<file path="config.mk">
export PLATFORM = sky130hd
export DESIGN_NAME = renkon_maxpool
export DESIGN_NICKNAME = d
export VERILOG_FILES = /design/src/rtl/renkon_maxpool_pkg.sv /design/src/rtl/renkon_maxpool_linebuf.sv /design/src/rtl/renkon_maxpool.sv
export SDC_FILE = /design/constraint.sdc
export NUM_CORES = 1
export LEC_CHECK = 0
export ABC_AREA = 1
export ABC_CLOCK_PERIOD_IN_PS = 3650
export BUFFER_PORTS_ARGS = -buffer_cell sky130_fd_sc_hd__clkbuf_2
export CAP_MARGIN = 20
export CELL_PAD_IN_SITES_DETAIL_PLACEMENT = 1
export CELL_PAD_IN_SITES_GLOBAL_PLACEMENT = 2
export CORE_AREA = 2 2 192 194
export DETAILED_ROUTE_END_ITERATION = 8
export DIE_AREA = 0 0 194 196
export HOLD_SLACK_MARGIN = 0.03
export MAX_ROUTING_LAYER = met4
export PLACE_DENSITY = 0.79
export SKIP_CTS_REPAIR_TIMING = 1
export SLEW_MARGIN = 40
export SYNTH_ARGS = -nofsm -noshare
export SYNTH_HDL_FRONTEND = slang
export SYNTH_HIERARCHICAL = 1
export SYNTH_SLANG_ARGS = --single-unit
</file>
<file path="constraint.sdc">
create_clock -name clk -period 3.65 [get_ports clk]
set_input_delay 0.365 -clock clk [delete_from_list [all_inputs] [get_ports clk]]
set_output_delay 0.365 -clock clk [all_outputs]
set_load 0.03 [all_outputs]
</file>
<file path="src/rtl/renkon_maxpool_pkg.sv">
// Shared constants, row-phase enum and the signed-max helper for the renkon max-pooling stage.
package renkon_maxpool_pkg;

    localparam int DWIDTH_DEF = 16;
    localparam int MAXW_DEF   = 32;
    localparam int LWIDTH_DEF = 6;

    typedef logic signed [DWIDTH_DEF-1:0] pixel_t;

    typedef enum logic {
        ROW_EVEN = 1'b0,
        ROW_ODD  = 1'b1
    } rowPhase_t;

    // Ties return the first operand, so the earlier pixel wins.
    function automatic pixel_t signedMax(input pixel_t a, input pixel_t b);
        return (b > a) ? b : a;
    endfunction

endpackage

</file>
<file path="src/rtl/renkon_maxpool_linebuf.sv">
// Half-width line buffer holding the pairwise maxima of the last even row.
module renkon_maxpool_linebuf #(
    parameter int DWIDTH = 16,
    parameter int DEPTH  = 16,
    parameter int AWIDTH = 4
) (
    input  logic                     clk,
    input  logic                     wrEn_i,
    input  logic [AWIDTH-1:0]        wrAddr_i,
    input  logic signed [DWIDTH-1:0] wrData_i,
    input  logic [AWIDTH-1:0]        rdAddr_i,
    output logic signed [DWIDTH-1:0] rdData_o
);

    logic signed [DWIDTH-1:0] mem_q [DEPTH];

    // Contents are don't-care after reset, so the array carries no reset.
    always_ff @(posedge clk) begin
        if (wrEn_i) begin
            mem_q[wrAddr_i] <= wrData_i;
        end
    end

    assign rdData_o = mem_q[rdAddr_i];

endmodule

</file>
<file path="src/rtl/renkon_maxpool.sv">
// 2x2 stride-2 max-pooling over a raster pixel stream; one pooled pixel per window.
module renkon_maxpool
    import renkon_maxpool_pkg::*;
#(
    parameter int DWIDTH = DWIDTH_DEF,
    parameter int MAXW   = MAXW_DEF,
    parameter int LWIDTH = LWIDTH_DEF
) (
    input  logic                     clk,
    input  logic                     xrst,
    input  logic                     init,
    input  logic [LWIDTH-1:0]        img_w,
    input  logic                     in_en,
    input  logic signed [DWIDTH-1:0] pixel_in,
    output logic                     out_en,
    output logic signed [DWIDTH-1:0] pixel_out
);

    localparam int DEPTH  = MAXW / 2;
    localparam int AWIDTH = (DEPTH > 1) ? $clog2(DEPTH) : 1;

    logic [LWIDTH-1:0]        width_q;
    logic [LWIDTH-1:0]        col_q;
    rowPhase_t                rowPhase_q;
    logic signed [DWIDTH-1:0] hold_q;
    logic                     outEn_q;
    logic signed [DWIDTH-1:0] pixelOut_q;

    logic [LWIDTH-1:0]        widthEff;
    logic                     lastCol;
    logic                     colOdd;
    logic [LWIDTH-1:0]        halfCol;
    logic [AWIDTH-1:0]        bufAddr;
    logic                     bufWrEn;
    logic signed [DWIDTH-1:0] bufRdData;
    logic signed [DWIDTH-1:0] hmax;
    logic signed [DWIDTH-1:0] vmax;

    // A programmed width of zero selects the full maximum width.
    always_comb begin
        widthEff = (width_q == '0) ? LWIDTH'(MAXW) : width_q;
        lastCol  = (col_q == widthEff - LWIDTH'(1));
        colOdd   = col_q[0];
        halfCol  = col_q >> 1;
        bufAddr  = halfCol[AWIDTH-1:0];
        hmax     = signedMax(hold_q, pixel_in);
        vmax     = signedMax(bufRdData, hmax);
        bufWrEn  = in_en && !init && colOdd && (rowPhase_q == ROW_EVEN);
    end

    renkon_maxpool_linebuf #(
        .DWIDTH (DWIDTH),
        .DEPTH  (DEPTH),
        .AWIDTH (AWIDTH)
    ) u_linebuf (
        .clk      (clk),
        .wrEn_i   (bufWrEn),
        .wrAddr_i (bufAddr),
        .wrData_i (hmax),
        .rdAddr_i (bufAddr),
        .rdData_o (bufRdData)
    );

    // Position state moves only on accepted pixels; init wins over a same-cycle pixel.
    always_ff @(posedge clk or posedge xrst) begin
        if (xrst) begin
            width_q    <= '0;
            col_q      <= '0;
            rowPhase_q <= ROW_EVEN;
            hold_q     <= '0;
            outEn_q    <= 1'b0;
            pixelOut_q <= '0;
        end else if (init) begin
            width_q    <= img_w;
            col_q      <= '0;
            rowPhase_q <= ROW_EVEN;
            hold_q     <= '0;
            outEn_q    <= 1'b0;
        end else begin
            outEn_q <= 1'b0;
            if (in_en) begin
                if (!colOdd) begin
                    hold_q <= pixel_in;
                end
                if (lastCol) begin
                    col_q      <= '0;
                    rowPhase_q <= (rowPhase_q == ROW_EVEN) ? ROW_ODD : ROW_EVEN;
                end else begin
                    col_q <= col_q + LWIDTH'(1);
                end
                if (colOdd && (rowPhase_q == ROW_ODD)) begin
                    outEn_q    <= 1'b1;
                    pixelOut_q <= vmax;
                end
            end
        end
    end

    assign out_en    = outEn_q;
    assign pixel_out = pixelOut_q;

endmodule
</file>
# Word-level counts from Yosys, hierarchy flattened
# Memory sizes are Yosys's and may differ from the RTL's.
# Index checks and enable logic that the tools add are counted.
# op_classes
add_sub_neg	2
order_cmp	2
eq_ne	2
n_mux	18
bitwise_logic	2
n_reduce_logical	11
# ops
cell	n
$mux 16	5
$gt 16x16->1	2
$mux 6	4
$mux 1	9
$add 6x1->6 const B	1
$eq 6x6->1	1
$logic_not 6->1	1
$sub 6x1->6 const B	1
$logic_and 1x1->1	4
$reduce_and 2->1	2
$reduce_bool 2->1	2
$reduce_and 3->1	1
$ne 2x2->1 const B	1
$not 1->1	2
$logic_not 1->1	1
# totals
ff_bits	46
ram_bits	256
input_bits	26
n_memories	1
# mem_list
name	depth	word_bits	read_ports	rd_clocked_by_memory_dff	write_ports	line	text
u_linebuf.mem_q	16	16	1	0	1	renkon_maxpool_linebuf.sv:15	logic signed [DWIDTH-1:0] mem_q [DEPTH];

# Logic depth before layout (Yosys ltp)
# logic_depth
depth_word	7
depth_mapped	34
mapped_depth_nobuf	32

# Hierarchy
# Netlist, hierarchy kept.
# modules_own_cells
mod	n_inst	cells_each	area_each_um2
renkon_maxpool_linebuf	1	1058	11060.6
renkon_maxpool	1	463	3503.4

# Worst setup path after synthesis
# No wires, ideal clock.
# synth_timing
path_type	flip-flop to flip-flop
start	reg hold_q[11]
end	reg pixelOut_q[2], in the netlist pixel_out[2]
setup_ns	0.117
arrival_ns	3.223
required_ns	3.533
path_slack_ns	0.310
stages_incl_launch_ff	23
synth_period_minus_slack_ns	3.340
path_cell_list	dfrtp_1 > inv_1 > ha_1 > a21oi_1 > nand2_1 > a21oi_2 > nand3_2 > nand3_4 > buf_12 > nand2_4 > nand2_1 > ha_1 > a21oi_1 > o21ai_0 > a21oi_1 > nand2_1 > nand2_1 > nand3_4 > inv_4 > buf_6 > nand3_1 > nand2_1 > nand2_1
# synth_between
elab_chain_len	4
# synth_lines
item	line	text
start: declaration	renkon_maxpool.sv:25	logic signed [DWIDTH-1:0] hold_q;
start signal: assignment	renkon_maxpool.sv:83	hold_q <= pixel_in;
$gt 16x16->1	renkon_maxpool_pkg.sv:17	return (b > a) ? b : a;
$mux 16 (*)	renkon_maxpool_pkg.sv:17	
net hmax[11]	renkon_maxpool.sv:36	logic signed [DWIDTH-1:0] hmax;
$gt 16x16->1 (*)	renkon_maxpool_pkg.sv:17	
$mux 16 (*)	renkon_maxpool_pkg.sv:17	
end signal: assignment	renkon_maxpool.sv:93	pixelOut_q <= vmax;
end: declaration	renkon_maxpool.sv:27	logic signed [DWIDTH-1:0] pixelOut_q;
# Mark *: on every way through the listed nets, which the timed path passes. The rest lies on a longest branch.
# A chain may end at the register's enable or synchronous reset.

# Worst setup path in the final report
# layout_timing
start	reg hold_q[7]
end	reg pixelOut_q[11], in the netlist pixel_out[11]
# layout_between
elab_chain_len	4
# layout_lines
item	line
$gt 16x16->1 (*)	renkon_maxpool_pkg.sv:17
$mux 16 (*)	renkon_maxpool_pkg.sv:17
net hmax[11]	renkon_maxpool.sv:36
$gt 16x16->1	renkon_maxpool_pkg.sv:17
$mux 16 (*)	renkon_maxpool_pkg.sv:17
# Marks and branches as above.

==> results.ini <==
[clock_network]
tritoncts = yes
htree_levels = 2
clk_latency_ns = 0.52
clkSinkCount = 302
numCtsBuffers = 34
clk_pin_slew_ns = 0.06
cts_root_buf = clkbuf_16
clk_path_buf_depth = 3

[yosys]
ys.flop_type = edfxtp_1
synth_edf_count = 256
yosys_warnings = 6
synthXorXnorAreaFrac_pct = 0.481
synth-simple-area-share_pct = 24.3
muxShareOfSynthArea_pct = 0
yosysTopAreaCellShare_pct = 52.8
synth_top_area_cell = edfxtp_1
async_reset_ff_share_pct = 15.2
synth_top_family_by_area = simple AND/OR/NAND/NOR gates
yosysUniqueCellTypes = 34
synth.area.top_cells = edfxtp_1 (53%), nand2_1 (12%), dfrtp_1 (7.9%)
syn_inst = 1521
syn_nets = 1582
synth_compound_area_share_pct = 2.23
netlist_area_um2 = 14600
avgSynthCellArea_um2 = 9.58
yosysSeqAreaShare_pct = 60.7
yosys.cell_count.top_type = nand2_1
synth_seq_cells = 302
synth_adder_area_share_pct = 3.01
synthTopCellsByCount = nand2_1 (474), edfxtp_1 (256), inv_1 (251), nand3_1 (229), dfrtp_1 (46)

[timing]
hold_viol = 0
layout_min_cycle_time_ns = 3.38
drv_slew = 0
finalClockSkew_ns = 0.00904
relSlewSlack_pct = 50.2
final.period_utilization_pct = 92.5
setup_viol_count_final = 0
max_freq_mhz = 296
setup-tns-final_ns = 0
worst_pin_slew_ns = 0.746
rsz0062_at_grt = yes

[cells_and_area]
drive_gt1_share_pct = 13.9
instances_no_fill = 2098
fin_util_pct = 46.7
nets = 1665
area_growth_pct = 15.7
antenna_cells = 0
nFillCells = 4120

[power_and_ir_drop]
ir_drop_uv = 357
leakagePower_nw = 7.61
p_per_area_nw_per_um2 = 584

[die]
num_rows = 70
die_w_um = 194
start_util_pct = 40.4
fp.dieH_um = 196
pin_count = 43
coreArea_um2 = 36100
dieArea_um2 = 38000

[place]
place_congestion = 0.823
dp_hpwl_um = 26700
port_buffers = 42
place_inst = 2029

[setup_path]
worst-path-max-fanout = 16
r2r_start = hold_q[7]$_DFFE_PP0P_
cp-start-kind = flop
path_class = reg2reg
worstPathRequired_ns = 4.10
r2r-end = pixel_out[11]$_DFFE_PP0P_
worst_ep_arrival_time_ns = 3.83
rrSetupSlack_ns = 0.27
worst_setup_path_end_kind = flop
r2r.worst_path.cells = 22

[global_route]
overflow = 0
grt_pass1_vias = 11200
grt_max_degree = 99
grt_usage_pct = 22.6
antenna_found_initial = 2
grt_first_pass_wirelength_um = 64900

[route]
dr.pass1.iters = 7
drt_iter0_drc = 630
routed_wl_um = 40900
wl_per_cell_um = 19.5
post-route-drc-count = 0
viasPerCell = 5.11
postRouteAntennaNets = 0
dr_total_vias = 10700

[min_path]
hold_path_depth = 3
whs_endpoint = width_q[3]$_DFFE_PP0P_
min_path_type = in2reg
min-delay-start = img_w[3]

[flow_run]
cap_violations = 0

[outcome]
status = completed

## kinds of logic (layout without fill, tap and decap cells)
group | count (synthesis) | count (layout)
AO/OA/AOI/OAI | 62 | 62
XOR/XNOR | 8 | 8
buffers and inverters | 321 | 430
AND/OR/NAND/NOR | 793 | 793
flip-flops | 302 | 302
adder cells (fa/ha/maj) | 35 | 35
## layout make-up
class / count / area (um2) / area share [%]
clock buffer: 51 / 1010 / 5.99
sequential: 302 / 8840 / 52.5
multi-input combinational: 898 / 4490 / 26.6
tap: 468 / 586 / 3.48
timing repair buffer: 113 / 873 / 5.18
clock inverter: 11 / 81.3 / 0.483
inverter: 255 / 967 / 5.74
## worst max-delay path: stages, from the launching register on
cell and delay (ns):
dfrtp_1 0.38, inv_1 0.08, ha_1 0.29, a21o_1 0.18
nor2_1 0.12, nand2_1 0.09, nand2_2 0.08, nand2_1 0.09
nand2_4 0.08, buf_6 0.17, nand4_1 0.17, nand2_1 0.14
ha_1 0.26, a21oi_1 0.14, o21ai_0 0.11, a21oi_1 0.19
nand2_1 0.08, nand2_1 0.10, nand3_4 0.11, buf_8 0.17
a21oi_1 0.13, nand2_1 0.08, nand2_1 0.06
## routing by layer
layer / wire length (um) / vias to the layer above / global-route usage, %
li1: - / 5116 / -
met1: 18200 / 5309 / 29.4
met2: 19800 / 221 / 37.4
met3: 1890 / 67 / 3.18
met4: 944 / 0 / 6.29
met5: 0 / - / -
## registers in the layout (all words and copies together), names as in the netlist
| register | flops |
|---|---|
| rowPhase_q | 1 |
| width_q | 6 |
| col_q | 6 |
| u_linebuf/mem_q | 256 |
| hold_q | 16 |
| out_en | 1 |
| pixel_out | 16 |
## layout by cell type (no fill, tap or decap), types with 3 or more instances in the layout
| cell type | instances |
|---|---|
| a21oi_1 | 25 |
| a21oi_2 | 7 |
| buf_12 | 9 |
| buf_4 | 58 |
| clkbuf_1 | 12 |
| clkbuf_16 | 38 |
| clkbuf_2 | 42 |
| clkinv_1 | 5 |
| clkinv_2 | 4 |
| dfrtp_1 | 43 |
| edfxtp_1 | 256 |
| ha_1 | 32 |
| ha_4 | 3 |
| inv_1 | 250 |
| nand2_1 | 472 |
| nand2_2 | 5 |
| nand2_4 | 11 |
| nand3_1 | 229 |
| nand3_2 | 12 |
| nand4_1 | 21 |
| nor2_1 | 16 |
| nor2_2 | 19 |
| o21ai_0 | 24 |
| xnor2_1 | 4 |
| xor2_1 | 4 |
## stage by stage
stage	hold slack [ns]	cell area (um2)	worst slack, ns	power, W
after floorplan	0.472	14600	0.310	0.00571
after global placement	0.469	15600	0.0907	0.00642
after detailed placement	0.472	15600	0.0269	0.00648
after CTS	-0.0850	16700	0.0602	0.00986
after global routing	0.0733	16800	-0.0317	0.0103
final	0.0531	16800	0.274	0.00984
## how the worst max path moves through the flow
| stage | from | endpoint | slack (ns) | cells past startpoint |
|---|---|---|---|---|
| 6_report | hold_q[7]$_DFFE_PP0P_ | pixel_out[11]$_DFFE_PP0P_ | 0.27 | 22 |
| 5_1_grt | hold_q[7]$_DFFE_PP0P_ | pixel_out[14]$_DFFE_PP0P_ | -0.03 | 25 |
| 4_1_cts | hold_q[7]$_DFFE_PP0P_ | pixel_out[12]$_DFFE_PP0P_ | 0.06 | 25 |
| 3_5_place_dp | pixel_in[15] | pixel_out[3]$_DFFE_PP0P_ | 0.03 | 23 |
| 3_3_place_gp | pixel_in[7] | pixel_out[9]$_DFFE_PP0P_ | 0.09 | 25 |
| 2_1_floorplan | hold_q[11]$_DFFE_PP0P_ | pixel_out[2]$_DFFE_PP0P_ | 0.31 | 22 |
## report_power, final
part           internal, W  switching, W
Sequential         0.00403      0.000110
Clock              0.00199       0.00138
Combinational     0.000745       0.00159
Total              0.00676       0.00307
Note: power is estimated with default switching activity, not from simulation.
